===== config.mk =====
export PLATFORM = sky130hd
export DESIGN_NAME = sensor_monitor
export DESIGN_NICKNAME = d
export VERILOG_FILES = /design/src/rtl/sensor_monitor_pkg.sv /design/src/rtl/sensor_group.sv /design/src/rtl/sensor_monitor.sv
export SDC_FILE = /design/constraint.sdc
export NUM_CORES = 1
export LEC_CHECK = 0
export CORE_MARGIN = 5
export CORE_UTILIZATION = 43
export CTS_CLUSTER_DIAMETER = 30
export CTS_CLUSTER_SIZE = 28
export DETAILED_ROUTE_END_ITERATION = 8
export GPL_TIMING_DRIVEN = 1
export PLACE_DENSITY = 0.74
export SKIP_CTS_REPAIR_TIMING = 1
export SLEW_MARGIN = 10
export SYNTH_ARGS = -nofsm -noshare
export SYNTH_HDL_FRONTEND = slang
export SYNTH_SLANG_ARGS = --single-unit
export TNS_END_PERCENT = 20

===== constraint.sdc =====
create_clock -name clk -period 1.6 [get_ports clk]
set_clock_uncertainty 0.1 [all_clocks]
set_input_delay 0.48 -clock clk [delete_from_list [all_inputs] [get_ports clk]]
set_output_delay 0.48 -clock clk [all_outputs]
set_load 0.005 [all_outputs]

===== src/rtl/sensor_monitor_pkg.sv =====
// Shared constants, clear-FSM state type and the per-group fault rule
// for the multi-group sensor monitor.
package sensor_monitor_pkg;

    localparam int unsigned GROUP_W = 4;

    typedef enum logic {
        IDLE = 1'b0,
        ACK  = 1'b1
    } clear_state_t;

    // Fault when s0 is set, or s1 together with either s2 or s3.
    function automatic logic sensor_rule(input logic [GROUP_W-1:0] s);
        return s[0] | (s[1] & s[3]) | (s[1] & s[2]);
    endfunction

endpackage


===== src/rtl/sensor_group.sv =====
// One sensor group: fault rule, saturating persistence counter and sticky
// qualified fault. fault_set pulses on the edge where the fault latches.
module sensor_group
    import sensor_monitor_pkg::*;
#(
    parameter int unsigned PERSIST = 3
) (
    input  logic               clk,
    input  logic               rst,
    input  logic [GROUP_W-1:0] s_q,
    input  logic               clear,
    output logic               fault_set,
    output logic               fault
);

    localparam int unsigned PCNT_W = $clog2(PERSIST + 1);
    localparam logic [PCNT_W-1:0] PCNT_MAX = PCNT_W'(PERSIST);

    logic [PCNT_W-1:0] cnt_q;
    logic [PCNT_W-1:0] cnt_d;
    logic              fault_q;
    logic              fault_d;
    logic              raw;

    // A clear on the same edge as qualification wins.
    always_comb begin
        raw       = sensor_rule(s_q);
        cnt_d     = cnt_q;
        fault_d   = fault_q;
        fault_set = 1'b0;
        if (clear) begin
            cnt_d   = '0;
            fault_d = 1'b0;
        end else begin
            if (!raw) begin
                cnt_d = '0;
            end else if (cnt_q != PCNT_MAX) begin
                cnt_d = cnt_q + PCNT_W'(1);
            end
            if ((cnt_d == PCNT_MAX) && (cnt_q != PCNT_MAX) && !fault_q) begin
                fault_d   = 1'b1;
                fault_set = 1'b1;
            end
        end
    end

    always_ff @(posedge clk) begin
        if (rst) begin
            cnt_q   <= '0;
            fault_q <= 1'b0;
        end else begin
            cnt_q   <= cnt_d;
            fault_q <= fault_d;
        end
    end

    assign fault = fault_q;

endmodule


===== src/rtl/sensor_monitor.sv =====
// Multi-group sensor fault monitor: input register, per-group qualification,
// clear req/ack FSM and saturating fault-event counter.
// Optional per-group masking is built when SENSOR_MONITOR_MASK_EN is defined.
module sensor_monitor
    import sensor_monitor_pkg::*;
#(
    parameter int unsigned NUM_GROUPS = 4,
    parameter int unsigned PERSIST    = 3,
    parameter int unsigned CNT_W      = 8
) (
    input  logic                          clk,
    input  logic                          rst,
    input  logic [GROUP_W*NUM_GROUPS-1:0] sensors,
`ifdef SENSOR_MONITOR_MASK_EN
    input  logic [NUM_GROUPS-1:0]         group_mask,
`endif
    input  logic                          clear_req,
    output logic                          clear_ack,
    output logic [NUM_GROUPS-1:0]         raw_error,
    output logic [NUM_GROUPS-1:0]         fault,
    output logic                          any_fault,
    output logic [CNT_W-1:0]              fault_count
);

    localparam int unsigned SENS_W = GROUP_W * NUM_GROUPS;
    localparam logic [CNT_W-1:0] COUNT_MAX = {CNT_W{1'b1}};

    logic [SENS_W-1:0]     sensors_q;
    logic [NUM_GROUPS-1:0] mask_q;
    logic [GROUP_W-1:0]    grp_s [NUM_GROUPS];
    logic [NUM_GROUPS-1:0] fault_set;

    clear_state_t          state_q;
    clear_state_t          state_d;
    logic                  clear_c;
    logic                  clear_ack_q;
    logic [CNT_W-1:0]      count_q;
    logic [CNT_W-1:0]      count_d;

    always_ff @(posedge clk) begin
        if (rst) begin
            sensors_q <= '0;
            mask_q    <= '0;
        end else begin
            sensors_q <= sensors;
`ifdef SENSOR_MONITOR_MASK_EN
            mask_q    <= group_mask;
`else
            mask_q    <= '0;
`endif
        end
    end

    // A masked group sees all-zero sensors: counter held at 0, no new sets.
    always_comb begin
        for (int unsigned g = 0; g < NUM_GROUPS; g++) begin
            grp_s[g]     = mask_q[g] ? '0 : sensors_q[g*GROUP_W +: GROUP_W];
            raw_error[g] = sensor_rule(grp_s[g]);
        end
    end

    for (genvar g = 0; g < NUM_GROUPS; g++) begin : g_grp
        sensor_group #(
            .PERSIST (PERSIST)
        ) u_group (
            .clk       (clk),
            .rst       (rst),
            .s_q       (grp_s[g]),
            .clear     (clear_c),
            .fault_set (fault_set[g]),
            .fault     (fault[g])
        );
    end

    // Clear FSM: clear fires only on the IDLE->ACK edge, so a held request
    // does not re-clear.
    always_comb begin
        state_d = state_q;
        clear_c = 1'b0;
        case (state_q)
            IDLE: begin
                if (clear_req) begin
                    clear_c = 1'b1;
                    state_d = ACK;
                end
            end
            ACK: begin
                if (!clear_req) begin
                    state_d = IDLE;
                end
            end
            default: state_d = IDLE;
        endcase
    end

    always_comb begin
        count_d = count_q;
        if ((|fault_set) && !clear_c && (count_q != COUNT_MAX)) begin
            count_d = count_q + CNT_W'(1);
        end
    end

    always_ff @(posedge clk) begin
        if (rst) begin
            state_q     <= IDLE;
            clear_ack_q <= 1'b0;
            count_q     <= '0;
        end else begin
            state_q     <= state_d;
            clear_ack_q <= (state_d == ACK);
            count_q     <= count_d;
        end
    end

    assign clear_ack   = clear_ack_q;
    assign fault_count = count_q;
    assign any_fault   = |fault;

endmodule


# Yosys cells after proc, flatten, opt, wreduce, memory -nomap -nowiden
# Cells that the tools add are included.
op_classes:
  n_bitwise: 16
  eq_ne: 9
  reduce_logical: 18
  mux: 22
  add_sub_neg: 5
op_table:
  columns: ["operator", "n"]
  rows:
  - ["$mux W2", 12]
  - ["$logic_and A1 B1 Y1", 10]
  - ["$mux W1", 10]
  - ["$add A2 B1 Y2 const B", 4]
  - ["$add A8 B1 Y8 const B", 1]
  - ["$and A1 B1 Y1", 8]
  - ["$eq A2 B2 Y1 const B", 4]
  - ["$ne A2 B2 Y1 const B", 4]
  - ["$ne A8 B8 Y1 const B", 1]
  - ["$or A1 B1 Y1", 8]
  - ["$reduce_or A4 Y1", 2]
  - ["$logic_not A1 Y1", 5]
  - ["$reduce_or A2 Y1", 1]
totals:
  inputBits: 19
  regBits: 37
  output_inout_bits: 18
  wordCells: 81

# Logic depth before layout (Yosys ltp)
# Gate-level depths: netlist of the first run.
logic_depth:
  ltp_word: 13
  ltp_mapped: 6
  ltp_nobuf: 6

# Hierarchy
# A second synthesis of the first run with hierarchy kept.
unflattened:
  hier_cells: 155
  area_unflattened_um2: 1503.9
modules_own_cells:
  columns: ["module", "area_per_inst_um2", "instances", "seq_area_each_um2", "cells_each"]
  rows:
  - ["sensor_monitor", 958.4, 1, 500.5, 95]
  - ["sensor_group", 136.4, 4, 60.1, 15]

# Worst setup path after synthesis of the first run
# Ideal clock, no wire load.
synth_path:
  kind: "reg-to-reg"
  startpoint: "register sensors_q[11]"
  endpoint: "register count_q[6], in the netlist fault_count[6]"
  setup_ns: 0.133
  required_ns: 1.367
  path_stages_with_launch: 7
  arrival_ns: 1.435
  path_slack_ns: -0.067
  period_less_slack_ns: 1.667
  n_path_buf: 1
  path_cell_list: "dfxtp_1 > o21ai_1 > a2111oi_2 > nor4_2 > buf_6 > nor4b_1 > a211oi_2"
synth_via:
  elab_chain_len: 13
synth_lines:
  columns: ["element", "line", "text"]
  rows:
  - ["start: declaration", "sensor_monitor.sv:28", "logic [SENS_W-1:0] sensors_q;"]
  - ["start signal: assignment", "sensor_monitor.sv:45", "sensors_q <= sensors;"]
  - ["$and A1 B1 Y1", "sensor_monitor_pkg.sv:14", "return s[0] | (s[1] & s[3]) | (s[1] & s[2]);"]
  - ["$or A1 B1 Y1 (2 in series)", "sensor_monitor_pkg.sv:14", null]
  - ["$mux W2", "sensor_group.sv:35", "if (!raw) begin"]
  - ["$mux W2", "sensor_group.sv:31", "if (clear) begin"]
  - ["$eq A2 B2 Y1", "sensor_group.sv:40", "if ((cnt_d == PCNT_MAX) && (cnt_q != PCNT_MAX) && !fault_q) begin"]
  - ["$logic_and A1 B1 Y1 (2 in series)", "sensor_group.sv:40", null]
  - ["$mux W1", "sensor_group.sv:40", null]
  - ["$mux W1", "sensor_group.sv:31", null]
  - ["$reduce_or A4 Y1", "sensor_monitor.sv:98", "if ((|fault_set) && !clear_c && (count_q != COUNT_MAX)) begin"]
  - ["$logic_and A1 B1 Y1 (2 in series)", "sensor_monitor.sv:98", null]
  - ["end signal: assignment", "sensor_monitor.sv:111", "count_q <= count_d;"]
  - ["end: declaration", "sensor_monitor.sv:37", "logic [CNT_W-1:0] count_q;"]
# No other way between the ends. The select of a mux whose other input is x is not followed.
# A chain may end at the register's enable or synchronous reset.

# Worst setup path after layout of the first run
layout_path:
  startpoint: "register g_grp[1].u_group.fault_q"
  endpoint: "output port any_fault"
layout_via:
  elab_chain_len: 1
layout_lines:
  columns: ["element", "line", "text"]
  rows:
  - ["start: declaration", "sensor_group.sv:21", "logic fault_q;"]
  - ["start signal: assignment", "sensor_group.sv:53", "fault_q <= fault_d;"]
  - ["$reduce_or A4 Y1", "sensor_monitor.sv:117", "assign any_fault = |fault;"]
  - ["end: declaration", "sensor_monitor.sv:21", "output logic any_fault,"]
# No other way between the ends.

==> implementation parameters, run 1 <==
Parameter                              Value

Status
  Result of the run    complete, but fails checks
  Violations in the final reports    setup timing

Min path
  Hold-critical path depth    2
  Hold Path Class    reg2reg

Worst setup path
  Arrival time reported for the critical path endpoint    1.38 ns
  Critical-path maximum fanout    3
  Cell count of the worst reg-to-reg path    7
  Crit path required time    between 1 and 1.5 ns
  Category of the critical setup timing path    reg2out
  Sort of element at the end of the critical path    output port
  Type of origin of the critical path    flop

GRT
  All-layer global routing usage    between 10% and 20%
  Via count of the first global-routing pass    1282
  Largest net degree at the start of global routing    13
  Global-route congestion overflow total    0
  Number of antenna violations at the first check in global routing    0
  Wire length of the first global-routing pass    around 5200 um

STA
  Final Setup Violations    14
  Worst setup margin    -0.355 ns
  Total negative setup slack    -2.83 ns
  Worst hold margin    between 0.4 and 0.5 ns
  Worst slew margin relative to its limit    a little over two thirds
  Minimum period implied by the final worst setup slack    between 1.5 and 2 ns
  Worst-Margin Slew    around 0.45 ns
  Hold violation total from the final report    0
  Portion of the clock cycle consumed by the worst path in the final layout    122%
  Number of pins with negative max-slew slack in the final report    0
  Fmax    around 510 MHz
  RSZ-0062 raised after global routing    true

Floorplan
  Area of the placeable core    approximately 3300 sq um
  Die area    4740 sq um
  Number of placement rows    21
  Die W    slightly below 70 um
  Die height    between 60 and 70 um
  Number of top-level pins    37
  Initial Util    44.6%

Synthesis
  Parity-gate share of the synthesized area counting xor and xnor cells    0%
  Fraction of the mapped netlist area in adder cells    less than 1%
  Top flip-flop cell by instance count after synthesis    sky130_fd_sc_hd__dfxtp_1
  Synthesized flop and latch total    37
  Synthesized area per cell    slightly below 10 sq um
  Number of enable flip-flop cells after synthesis    0
  Nets in the synthesized netlist    between 150 and 200
  Complex-gate fraction of the synthesized area    14.5%
  Mapped cell area    between 1000 and 1500 sq um
  Fraction of the yosys area taken by sequential cells    between 40% and 50%
  Area fraction in and, or, nand and nor cells after synthesis    24.4%
  Number of warnings issued by yosys    0
  Netlist cell types    34
  Multiplexer share of the synthesized area    1.43%
  Area share of the largest cell type after synthesis    around half
  Cell type contributing the most total cell area after synthesis    sky130_fd_sc_hd__dfxtp_1
  Gate count after technology mapping    around 160
  Synth async-reset ratio    0%
  Largest family of logic cells by synthesized area    simple AND/OR/NAND/NOR gates
  Dominant cells by area after synthesis    sky130_fd_sc_hd__dfxtp_1 50%, sky130_fd_sc_hd__nor2b_1 8.0%, sky130_fd_sc_hd__a2111oi_2 4.0%

Clocking
  Maximum buffer depth of the clock tree    2
  Clock tree from TritonCTS    built
  Total clock buffers created by CTS    5
  Clock net sink count    37
  CTS Root Buffer Type    sky130_fd_sc_hd__clkbuf_4
  Clock H-tree levels    2
  Clock slew at reported path FFs    0.10 ns
  Clock latency of the later-clocked register in the worst-skew pair    between 0.3 and 0.4 ns

Drt
  DRC    0
  Wire length per cell    13.9 um
  Number of violations reported at the end of detailed-routing iteration 0    35
  Routed wire length    3720 um
  DRT Pass-1 Iters    4
  Detailed-route vias per instance    a little under 5
  Via total after detailed routing    1320
  Final ANT Viol Nets    0

Finish
  Syn-to-layout area delta    57.1%
  Commonest non-fill, non-tap cells in the layout    35 x sky130_fd_sc_hd__buf_4, 19 x sky130_fd_sc_hd__clkdlybuf4s50_1, 18 x sky130_fd_sc_hd__nor2b_1, 18 x sky130_fd_sc_hd__dfxtp_1, 14 x sky130_fd_sc_hd__dlymetal6s2s_1
  Post-Route Utilization    between 70 and 80%
  Net total in the final layout    240
  Antenna diodes    0
  Leading cell type in the layout, fill and taps excluded    sky130_fd_sc_hd__buf_4
  Share of cells above drive strength 1    a little under two fifths

Placement
  Final GP Congestion    about 0.77
  Number of port buffers    36
  Half-perimeter wire length after detailed placement    roughly 2600 um

Power
  Leak pwr    around 1.1 nW
  Peak VDD IR    0.477 mV
  Power per Cell Area    about 690 nW/um^2
  Final Power    between 1.5 and 2 mW

Job
  Number of max-cap violations    0
cells in the mapped netlist, types with 2 or more instances:
library cell,n
sky130_fd_sc_hd__dfxtp_1,37
sky130_fd_sc_hd__nor2b_1,19
sky130_fd_sc_hd__inv_1,13
sky130_fd_sc_hd__buf_4,8
sky130_fd_sc_hd__nor2_1,8
sky130_fd_sc_hd__nor3_1,8
sky130_fd_sc_hd__a21oi_1,5
sky130_fd_sc_hd__a2111oi_2,4
sky130_fd_sc_hd__a211oi_1,4
sky130_fd_sc_hd__clkbuf_1,4
sky130_fd_sc_hd__nand3_1,4
sky130_fd_sc_hd__o21a_1,4
sky130_fd_sc_hd__o21ai_0,4
sky130_fd_sc_hd__o21ai_1,4
sky130_fd_sc_hd__or3_1,4
sky130_fd_sc_hd__nand2_1,3
sky130_fd_sc_hd__and2_1,2
sky130_fd_sc_hd__and2_2,2
sky130_fd_sc_hd__nand2b_1,2
sky130_fd_sc_hd__or4_1,2
worst max-delay path, cell delays in order (launching register included):
cell and delay [ns]:
sky130_fd_sc_hd__dfxtp_2 0.35, sky130_fd_sc_hd__or4_1 0.56, sky130_fd_sc_hd__clkbuf_2 0.14
layer usage:
layer / routed length, um / vias up / part of all wire, % / global-route usage, %
li1: - / 656 / - / -
met1: 1500 / 622 / 40 / 15.9
met2: 1990 / 32 / 54 / 27.3
met3: 117 / 10 / 3.1 / 4.05
met4: 104 / 0 / 2.8 / 7.06
met5: 0 / - / 0 / 0
per-stage QoR:
| step | instances | setup WS, ns | area [sq um] |
|---|---|---|---|
| floorplan | 155 | -0.00339 | 1500 |
| global placement | 251 | -0.423 | 2030 |
| detailed placement | 251 | -0.570 | 2030 |
| CTS | 259 | -0.652 | 2080 |
| global route | 267 | -0.393 | 2340 |
| finish | 267 | -0.355 | 2340 |
registers in the layout (all words and copies together) (netlist names):
register	cells
g_grp.u_group.cnt_q	8
g_grp.u_group.fault	4
sensors_q	16
clear_ack	1
fault_count	8
kinds of logic (layout without fill, tap and decap cells):
family,Yosys count,in the layout
AO/OA/AOI/OAI,28,28
adder cells (fa/ha/maj),1,1
buffers and inverters,26,91
flip-flops,37,37
multiplexers,2,2
AND/OR/NAND/NOR,61,62
power by group:
group / internal [mW] / switching (mW)
clock: 0.175 / 0.275
sequential: 0.942 / 0.0186
combinational: 0.118 / 0.0761
final cells by class:
type | count | area (sq um)
fillers | 259 | 998
repair buffers | 70 | 638
multi-input cells | 93 | 766
well taps | 46 | 57.6
clock buffers | 8 | 48.8
flip-flops and latches | 37 | 779
inverters | 13 | 48.8
worst paths after layout:
path / from / slack [ns] / to
hold reg to reg: g_grp[3].u_group.cnt_q[1]$_SDFF_PP0_ / 0.40 / g_grp[3].u_group.cnt_q[1]$_SDFF_PP0_
setup / recovery: g_grp[1].u_group.fault$_SDFFE_PP0N_ / -0.36 / any_fault
setup reg to reg: sensors_q[3]$_SDFF_PP0_ / -0.28 / fault_count[5]$_SDFFE_PP0P_
hold / removal: g_grp[3].u_group.cnt_q[1]$_SDFF_PP0_ / 0.40 / g_grp[3].u_group.cnt_q[1]$_SDFF_PP0_
(Power assumes the default switching activity.)
==> run 2, diff against run 1 <==
--- a/config.mk
+++ b/config.mk
@@ -5,6 +5,7 @@
 export SDC_FILE = /design/constraint.sdc
 export NUM_CORES = 1
 export LEC_CHECK = 0
+export CORE_ASPECT_RATIO = 1.75
 export CORE_MARGIN = 5
 export CORE_UTILIZATION = 43
 export CTS_CLUSTER_DIAMETER = 30
@@ -16,5 +17,6 @@
 export SLEW_MARGIN = 10
 export SYNTH_ARGS = -nofsm -noshare
 export SYNTH_HDL_FRONTEND = slang
+export SYNTH_HIERARCHICAL = 1
 export SYNTH_SLANG_ARGS = --single-unit
 export TNS_END_PERCENT = 20
==> implementation parameters, run 2 <==
Parameter                              Value

Finish
  Antenna diodes    0 (unchanged)
  Share of cells above drive strength 1    38.1% (+0.54 points)
  Top reg by flops    sensors_q
  Commonest non-fill, non-tap cells in the layout    33 x sky130_fd_sc_hd__buf_4, 19 x sky130_fd_sc_hd__dfxtp_2, 18 x sky130_fd_sc_hd__nor2b_1, 18 x sky130_fd_sc_hd__dfxtp_1, 18 x sky130_fd_sc_hd__clkdlybuf4s50_1
  Net total in the final layout    251 (+4.6%)
  Number of filler cells placed in the layout    262 (+1.2%)
  Count of placed standard cells in the final layout, fillers left out    276 (+3.4%)
  Syn-to-layout area delta    62.5%
  Largest register FFs    16 (unchanged)
  Post-route standard cell area excluding fillers    2440 sq um (+4.5%)
  Leading cell type in the layout, fill and taps excluded    sky130_fd_sc_hd__buf_4

Synthesis
  Dominant cells by area after synthesis    sky130_fd_sc_hd__dfxtp_1 49%, sky130_fd_sc_hd__nor2b_1 7.9%, sky130_fd_sc_hd__a221oi_1 4.7%
  Area share of the largest cell type after synthesis    49.3% (-0.50 points)
  Synthesized area per cell    9.70 sq um (+1.0%)
  Netlist cell types    32 (-5.9%)
  Mapped cell area    1500 sq um (+1.0%)
  Fraction of the yosys area taken by sequential cells    49.3% (-0.50 points)
  Synth async-reset ratio    0% (unchanged)
  Top flip-flop cell by instance count after synthesis    sky130_fd_sc_hd__dfxtp_1
  Synthesized flop and latch total    37 (unchanged)
  Number of warnings issued by yosys    6 (+6)
  Gate count after technology mapping    155 (unchanged)
  Cell with the most instances after synthesis    sky130_fd_sc_hd__dfxtp_1
  Number of enable flip-flop cells after synthesis    0 (unchanged)
  Top cell types by occurrence after synthesis    37 x sky130_fd_sc_hd__dfxtp_1, 19 x sky130_fd_sc_hd__nor2b_1, 15 x sky130_fd_sc_hd__nor2_1
  Cell type contributing the most total cell area after synthesis    sky130_fd_sc_hd__dfxtp_1
  Nets in the synthesized netlist    175 (unchanged)

Floorplan
  Number of placement rows    28 (+33%)
  Initial Util    44.3% (-0.36 points)
  Area of the placeable core    3400 sq um (+1.8%)
  Die height    88.2 um (+28%)
  Number of top-level pins    37 (unchanged)
  Die area    4830 sq um (+1.8%)
  Die W    54.7 um (-21%)

Worst setup path
  Max stage delay cell, worst path    sky130_fd_sc_hd__nor4_4
  Type of origin of the critical path    flop
  Crit path required time    1.68 ns (+0.66 ns)
  Cell family with most CP delay    simple AND/OR/NAND/NOR gates
  Category of the critical setup timing path    reg2reg
  Delay of the slowest critical-path stage    0.42 ns (-0.14 ns)
  Arrival time reported for the critical path endpoint    2.01 ns (+0.63 ns)
  Critical path buffers and inverters    1 (unchanged)
  Cell-by-cell trace of the critical path    nor2b_4 > a2111oi_4 > nor4_4 > nor3_4 > buf_6 > a31o_4 > and2_4
  Sort of element at the end of the critical path    flop
  Critical-path maximum fanout    8 (+5)

Clocking
  Clock net sink count    37 (unchanged)
  Clock tree from TritonCTS    built
  Clock slew at reported path FFs    0.07 ns (-0.03 ns)
  Maximum buffer depth of the clock tree    2 (unchanged)
  Total clock buffers created by CTS    5 (unchanged)
  Clock H-tree levels    2 (unchanged)
  Clock latency of the later-clocked register in the worst-skew pair    0.28 ns (-0.05 ns)
  CTS Root Buffer Type    sky130_fd_sc_hd__clkbuf_8

STA
  Minimum period implied by the final worst setup slack    1.93 ns (-0.0269 ns)
  Fmax    519 MHz (+1.4%)
  Portion of the clock cycle consumed by the worst path in the final layout    121% (-1.7 points)
  Final Setup Violations    10 (-4)
  Worst setup margin    -0.329 ns (+0.0269 ns)
  Worst-Margin Slew    0.390 ns (-0.0639 ns)
  Number of pins with negative max-slew slack in the final report    0 (unchanged)
  RSZ-0062 raised after global routing    true
  Hold violation total from the final report    0 (unchanged)
  Worst slew margin relative to its limit    73.8% (+4.1 points)

Placement
  Placed cell count    266 (+6.0%)
  Area after DPL    2230 sq um (+9.6%)
  Half-perimeter wire length after detailed placement    2960 um (+15%)
  Final GP Congestion    0.842 (+9.1%)
  Number of port buffers    36 (unchanged)

GRT
  Number of antenna violations at the first check in global routing    0 (unchanged)
  Via count of the first global-routing pass    1446 (+13%)
  Routing usage on met1    17.7% (+1.7 points)
  Wire length of the first global-routing pass    6360 um (+21%)
  Met3 demand-to-capacity share in global routing    5.40% (+1.3 points)
  Global-route congestion overflow total    0 (unchanged)
  Largest net degree at the start of global routing    12 (-1)
  Gr busiest metal    met2
  All-layer global routing usage    18.2% (+3.3 points)
  Met2 usage in global routing    33.4% (+6.1 points)

Job
  Number of max-cap violations    0 (unchanged)

Min path
  Hold Path Class    in2reg

Status
  Violations in the final reports    setup timing
  Result of the run    complete, but fails checks

Drt
  Via total after detailed routing    1386 (+5.0%)
  Final ANT Viol Nets    0 (unchanged)
  Wire length per cell    14.1 um (+1.0%)
  DRT Pass-1 Iters    4 (unchanged)
  Detailed-route vias per instance    5.02 (+1.6%)
  Routed wire length    3880 um (+4.4%)
  DRC    0 (unchanged)
  Number of violations reported at the end of detailed-routing iteration 0    10 (-71%)

Power
  Leak pwr    1.12 nW (+1.4%)
  Final Power    1.81 mW (+13%)
  Power per Cell Area    740 nW/um^2 (+7.8%)
  Peak VDD IR    0.711 mV (+49%)
==> run 2: worst register-to-register path: stages (launching register included) <==
cell,delay (ns)
sky130_fd_sc_hd__dfxtp_2,0.33
sky130_fd_sc_hd__nor2b_4,0.29
sky130_fd_sc_hd__a2111oi_4,0.11
sky130_fd_sc_hd__nor4_4,0.42
sky130_fd_sc_hd__nor3_4,0.10
sky130_fd_sc_hd__buf_6,0.14
sky130_fd_sc_hd__a31o_4,0.21
sky130_fd_sc_hd__and2_4,0.13
==> run 2: layout make-up <==
type / instances / area (sq um) / area share, %
Clock buffer: 7 / 86.3 / 3.53
Inverter: 12 / 45.0 / 1.84
Multi-Input combinational cell: 104 / 847 / 34.7
Sequential cell: 37 / 764 / 31.3
Tap cell: 45 / 56.3 / 2.30
Timing Repair Buffer: 71 / 644 / 26.4
==> run 2: per-layer routing <==
layer,share of wire [%],vias up
li1,-,701
met1,36,650
met2,58,27
met3,3.7,8
met4,2.4,0
met5,0,-
==> run 2: power breakdown <==
group / switching (mW) / leakage (nW) / internal (mW)
Sequential: 0.0195 / 0.311 / 0.953
Combinational: 0.0767 / 0.760 / 0.117
Clock: 0.300 / 0.0443 / 0.341
Total: 0.396 / 1.12 / 1.41
==> run 2: logic make-up (layout without fill, tap and decap cells) <==
| group | count (synthesis) | after routing | synth area share (%) |
|---|---|---|---|
| compound gates | 34 | 34 | 17.8 |
| fa+ha+maj | 1 | 1 | 0.832 |
| buf+inv | 14 | 90 | 3.49 |
| flops | 37 | 37 | 49.3 |
| mux | 2 | 2 | 1.41 |
| simple gates | 67 | 67 | 27.2 |
==> run 2: per-stage QoR <==
step                setup TNS [ns]  hold WS [ns]  util [%]  setup slack, ns
finish                       -2.08         0.341      71.9           -0.329
global route                 -3.18         0.332      71.9           -0.422
CTS                          -8.63         0.376      68.1           -0.611
detailed placement          -10.33         0.366      65.6           -0.900
global placement             -8.92         0.355      65.6           -0.805
floorplan                    -1.68         0.343         -           -0.295
==> run 2: final timing paths <==
kind	startpoint	endpoint	slack [ns]	cells past startpoint
setup / recovery	clear_ack$_SDFF_PP0_	fault_count[5]$_SDFFE_PP0P_	-0.33	7
hold / removal	clear_req	clear_ack$_SDFF_PP0_	0.34	2
setup reg to reg	clear_ack$_SDFF_PP0_	fault_count[5]$_SDFFE_PP0P_	-0.33	7
hold reg to reg	g_grp[3].u_group/cnt_q[0]$_SDFF_PP0_	g_grp[3].u_group/cnt_q[0]$_SDFF_PP0_	0.35	1
==> run 3, diff against run 2 <==
--- a/config.mk
+++ b/config.mk
@@ -7,13 +7,14 @@
 export LEC_CHECK = 0
 export CORE_ASPECT_RATIO = 1.75
 export CORE_MARGIN = 5
-export CORE_UTILIZATION = 43
+export CORE_UTILIZATION = 50
 export CTS_CLUSTER_DIAMETER = 30
 export CTS_CLUSTER_SIZE = 28
 export DETAILED_ROUTE_END_ITERATION = 8
 export GPL_TIMING_DRIVEN = 1
-export PLACE_DENSITY = 0.74
+export PLACE_DENSITY = 0.81
 export SKIP_CTS_REPAIR_TIMING = 1
+export SKIP_LAST_GASP = 1
 export SLEW_MARGIN = 10
 export SYNTH_ARGS = -nofsm -noshare
 export SYNTH_HDL_FRONTEND = slang
==> constraint.sdc (replaced) <==
create_clock -name clk -period 2.25 [get_ports clk]
set_clock_uncertainty 0.1 [all_clocks]
set_input_delay 0.675 -clock clk [delete_from_list [all_inputs] [get_ports clk]]
set_output_delay 0.675 -clock clk [all_outputs]
set_load 0.005 [all_outputs]
==> implementation parameters, run 3 (same netlist as run 2, synthesis figures left out) <==
Parameter                              Value

Status
  Result of the run    complete, but fails checks
  Violations in the final reports    setup timing

Clocking
  Clock latency of the later-clocked register in the worst-skew pair    0.29 ns (about the same)
  Clock tree from TritonCTS    built
  Clock net sink count    37 (unchanged)
  Maximum buffer depth of the clock tree    2 (unchanged)
  Clock slew at reported path FFs    0.08 ns (about the same)
  CTS Root Buffer Type    sky130_fd_sc_hd__clkbuf_8
  Clock H-tree levels    2 (unchanged)
  Total clock buffers created by CTS    5 (unchanged)

Drt
  DRT Pass-1 Iters    4 (unchanged)
  Routed wire length    3720 um (-4.1%)
  Wire length per cell    16.2 um (+15%)
  Met2 WL    2180 um (-2.9%)
  Met3 layer wire length in the routed design    143 um (+0.70%)
  Via total after detailed routing    1295 (-6.6%)
  Highest metal layer with signal wires    met4
  Number of violations reported at the end of detailed-routing iteration 0    13 (+3)
  Detailed-route vias per instance    5.63 (+12%)
  Routed metal-1 wire length    1300 um (-7.5%)
  DRC    0 (unchanged)
  Final ANT Viol Nets    0 (unchanged)

STA
  RSZ-0062 raised after global routing    true
  Minimum period implied by the final worst setup slack    2.43 ns
  Worst-Margin Slew    0.474 ns (+0.0840 ns)
  Number of pins with negative max-slew slack in the final report    0 (unchanged)
  Worst setup margin    -0.181 ns (+0.148 ns)
  Worst slew margin relative to its limit    68.2% (-5.6 points)
  Total negative setup slack    -0.181 ns (+1.90 ns)
  Portion of the clock cycle consumed by the worst path in the final layout    108%
  Final Setup Violations    1 (-9)
  Fmax    roughly 410 MHz
  Hold violation total from the final report    0 (unchanged)

Floorplan
  Number of top-level pins    37 (unchanged)
  Die W    51.5 um (-5.9%)
  Number of placement rows    26 (-7.1%)
  Die height    82.6 um (-6.4%)
  Die area    4250 sq um (-12%)
  Area of the placeable core    2930 sq um (-14%)
  Initial Util    51.4% (+7.1 points)

Finish
  Count of placed standard cells in the final layout, fillers left out    230 (-17%)
  Share of cells above drive strength 1    13.9% (-24 points)
  Antenna diodes    0 (unchanged)
  Leading cell type in the layout, fill and taps excluded    sky130_fd_sc_hd__dfxtp_1
  Commonest non-fill, non-tap cells in the layout    37 x sky130_fd_sc_hd__dfxtp_1, 35 x sky130_fd_sc_hd__clkdlybuf4s50_1, 18 x sky130_fd_sc_hd__nor2b_1
  Net total in the final layout    221 (-12%)
  Number of filler cells placed in the layout    210 (-20%)
  Largest register FFs    16 (unchanged)
  Post-Route Utilization    73.8% (+1.9 points)
  Top reg by flops    sensors_q
  Syn-to-layout area delta    43.7%

GRT
  Wire length of the first global-routing pass    5710 um (-10%)
  Number of antenna violations at the first check in global routing    0 (unchanged)
  Largest net degree at the start of global routing    32 (+20)
  Global-route congestion overflow total    0 (unchanged)
  Via count of the first global-routing pass    1340 (-7.3%)
  All-layer global routing usage    18.2% (-0.019 points)

Power
  Peak VDD IR    0.573 mV (-19%)
  Leak pwr    0.738 nW (-34%)
  Power per Cell Area    685 nW/um^2 (-7.4%)

Worst setup path
  Type of origin of the critical path    flop
  Category of the critical setup timing path    reg2out
  Sort of element at the end of the critical path    output port
  Arrival time reported for the critical path endpoint    1.66 ns (-0.35 ns)
  Crit path required time    1.47 ns (-0.21 ns)
  Critical-path maximum fanout    5 (-3)

Job
  Number of max-cap violations    0 (unchanged)

Placement
  Post-Place Setup Slack    -0.544 ns (+0.356 ns)
  Final GP Congestion    0.901 (+6.9%)
  Placed cell count    221 (-17%)
  Half-perimeter wire length after detailed placement    2590 um (-13%)
  Number of port buffers    36 (unchanged)

Min path
  Hold Path Class    reg2reg
## run 3: changes by cell type in the layout (fill, tap and decap cells not counted), sizes merged
| cell | change |
|---|---|
| clkdlybuf4s50 | +17 |
| dlymetal6s2s | -12 |
| bufinv | +2 |
| clkbuf | -6 |
| buf | -31 |
| clkinv | +1 |
## run 3: per-layer routing
layer | vias up | track usage (%)
li1 | 639 | -
met2 | 36 | 34.4
met1 | 608 | 16.7
met3 | 12 | 5.21
met4 | 0 | 11.0
met5 | - | 0
## run 3: through the flow
| stage | hold slack (ns) | power (mW) | area, sq um |
|---|---|---|---|
| 3_5_place_dp | 0.371 | 0.809 | 1940 |
| 6_report | 0.383 | 1.48 | 2160 |
| 3_3_place_gp | 0.354 | 0.804 | 1940 |
| 5_1_grt | 0.424 | 1.53 | 2160 |
| 2_1_floorplan | 0.343 | 0.746 | 1510 |
| 4_1_cts | 0.382 | 1.48 | 2070 |
## run 3: final cells by class
class,count,area (sq um),share of cell area [%]
multi-input combinational,104,793,36.7
sequential,37,741,34.3
timing repair buffer,41,413,19.1
clock buffer,5,68.8,3.18
clock inverter,3,65.1,3.01
inverter,12,45.0,2.08
tap,28,35.0,1.62
## run 3: critical path, cell delays in order (launching register included)
cell and delay (ns):
sky130_fd_sc_hd__dfxtp_1 0.38, sky130_fd_sc_hd__or4_1 0.52, sky130_fd_sc_hd__clkdlybuf4s50_1 0.47
## run 3: final timing paths
path / startpoint / to / slack [ns] / cells past startpoint
worst max-delay path: g_grp[0].u_group/fault$_SDFFE_PP0P_ / any_fault / -0.18 / 2
worst min register to register: g_grp[0].u_group/cnt_q[0]$_SDFF_PP0_ / g_grp[0].u_group/cnt_q[0]$_SDFF_PP0_ / 0.38 / 1
worst max register to register: sensors_q[10]$_SDFF_PP0_ / fault_count[7]$_SDFFE_PP0P_ / 0.21 / 7
worst min-delay path: g_grp[0].u_group/cnt_q[0]$_SDFF_PP0_ / g_grp[0].u_group/cnt_q[0]$_SDFF_PP0_ / 0.38 / 1
## run 3: power breakdown
part / switching (mW) / internal, mW / leakage (nW)
logic: 0.0498 / 0.0664 / 0.367
clock network: 0.238 / 0.440 / 0.0681
registers: 0.0113 / 0.675 / 0.303
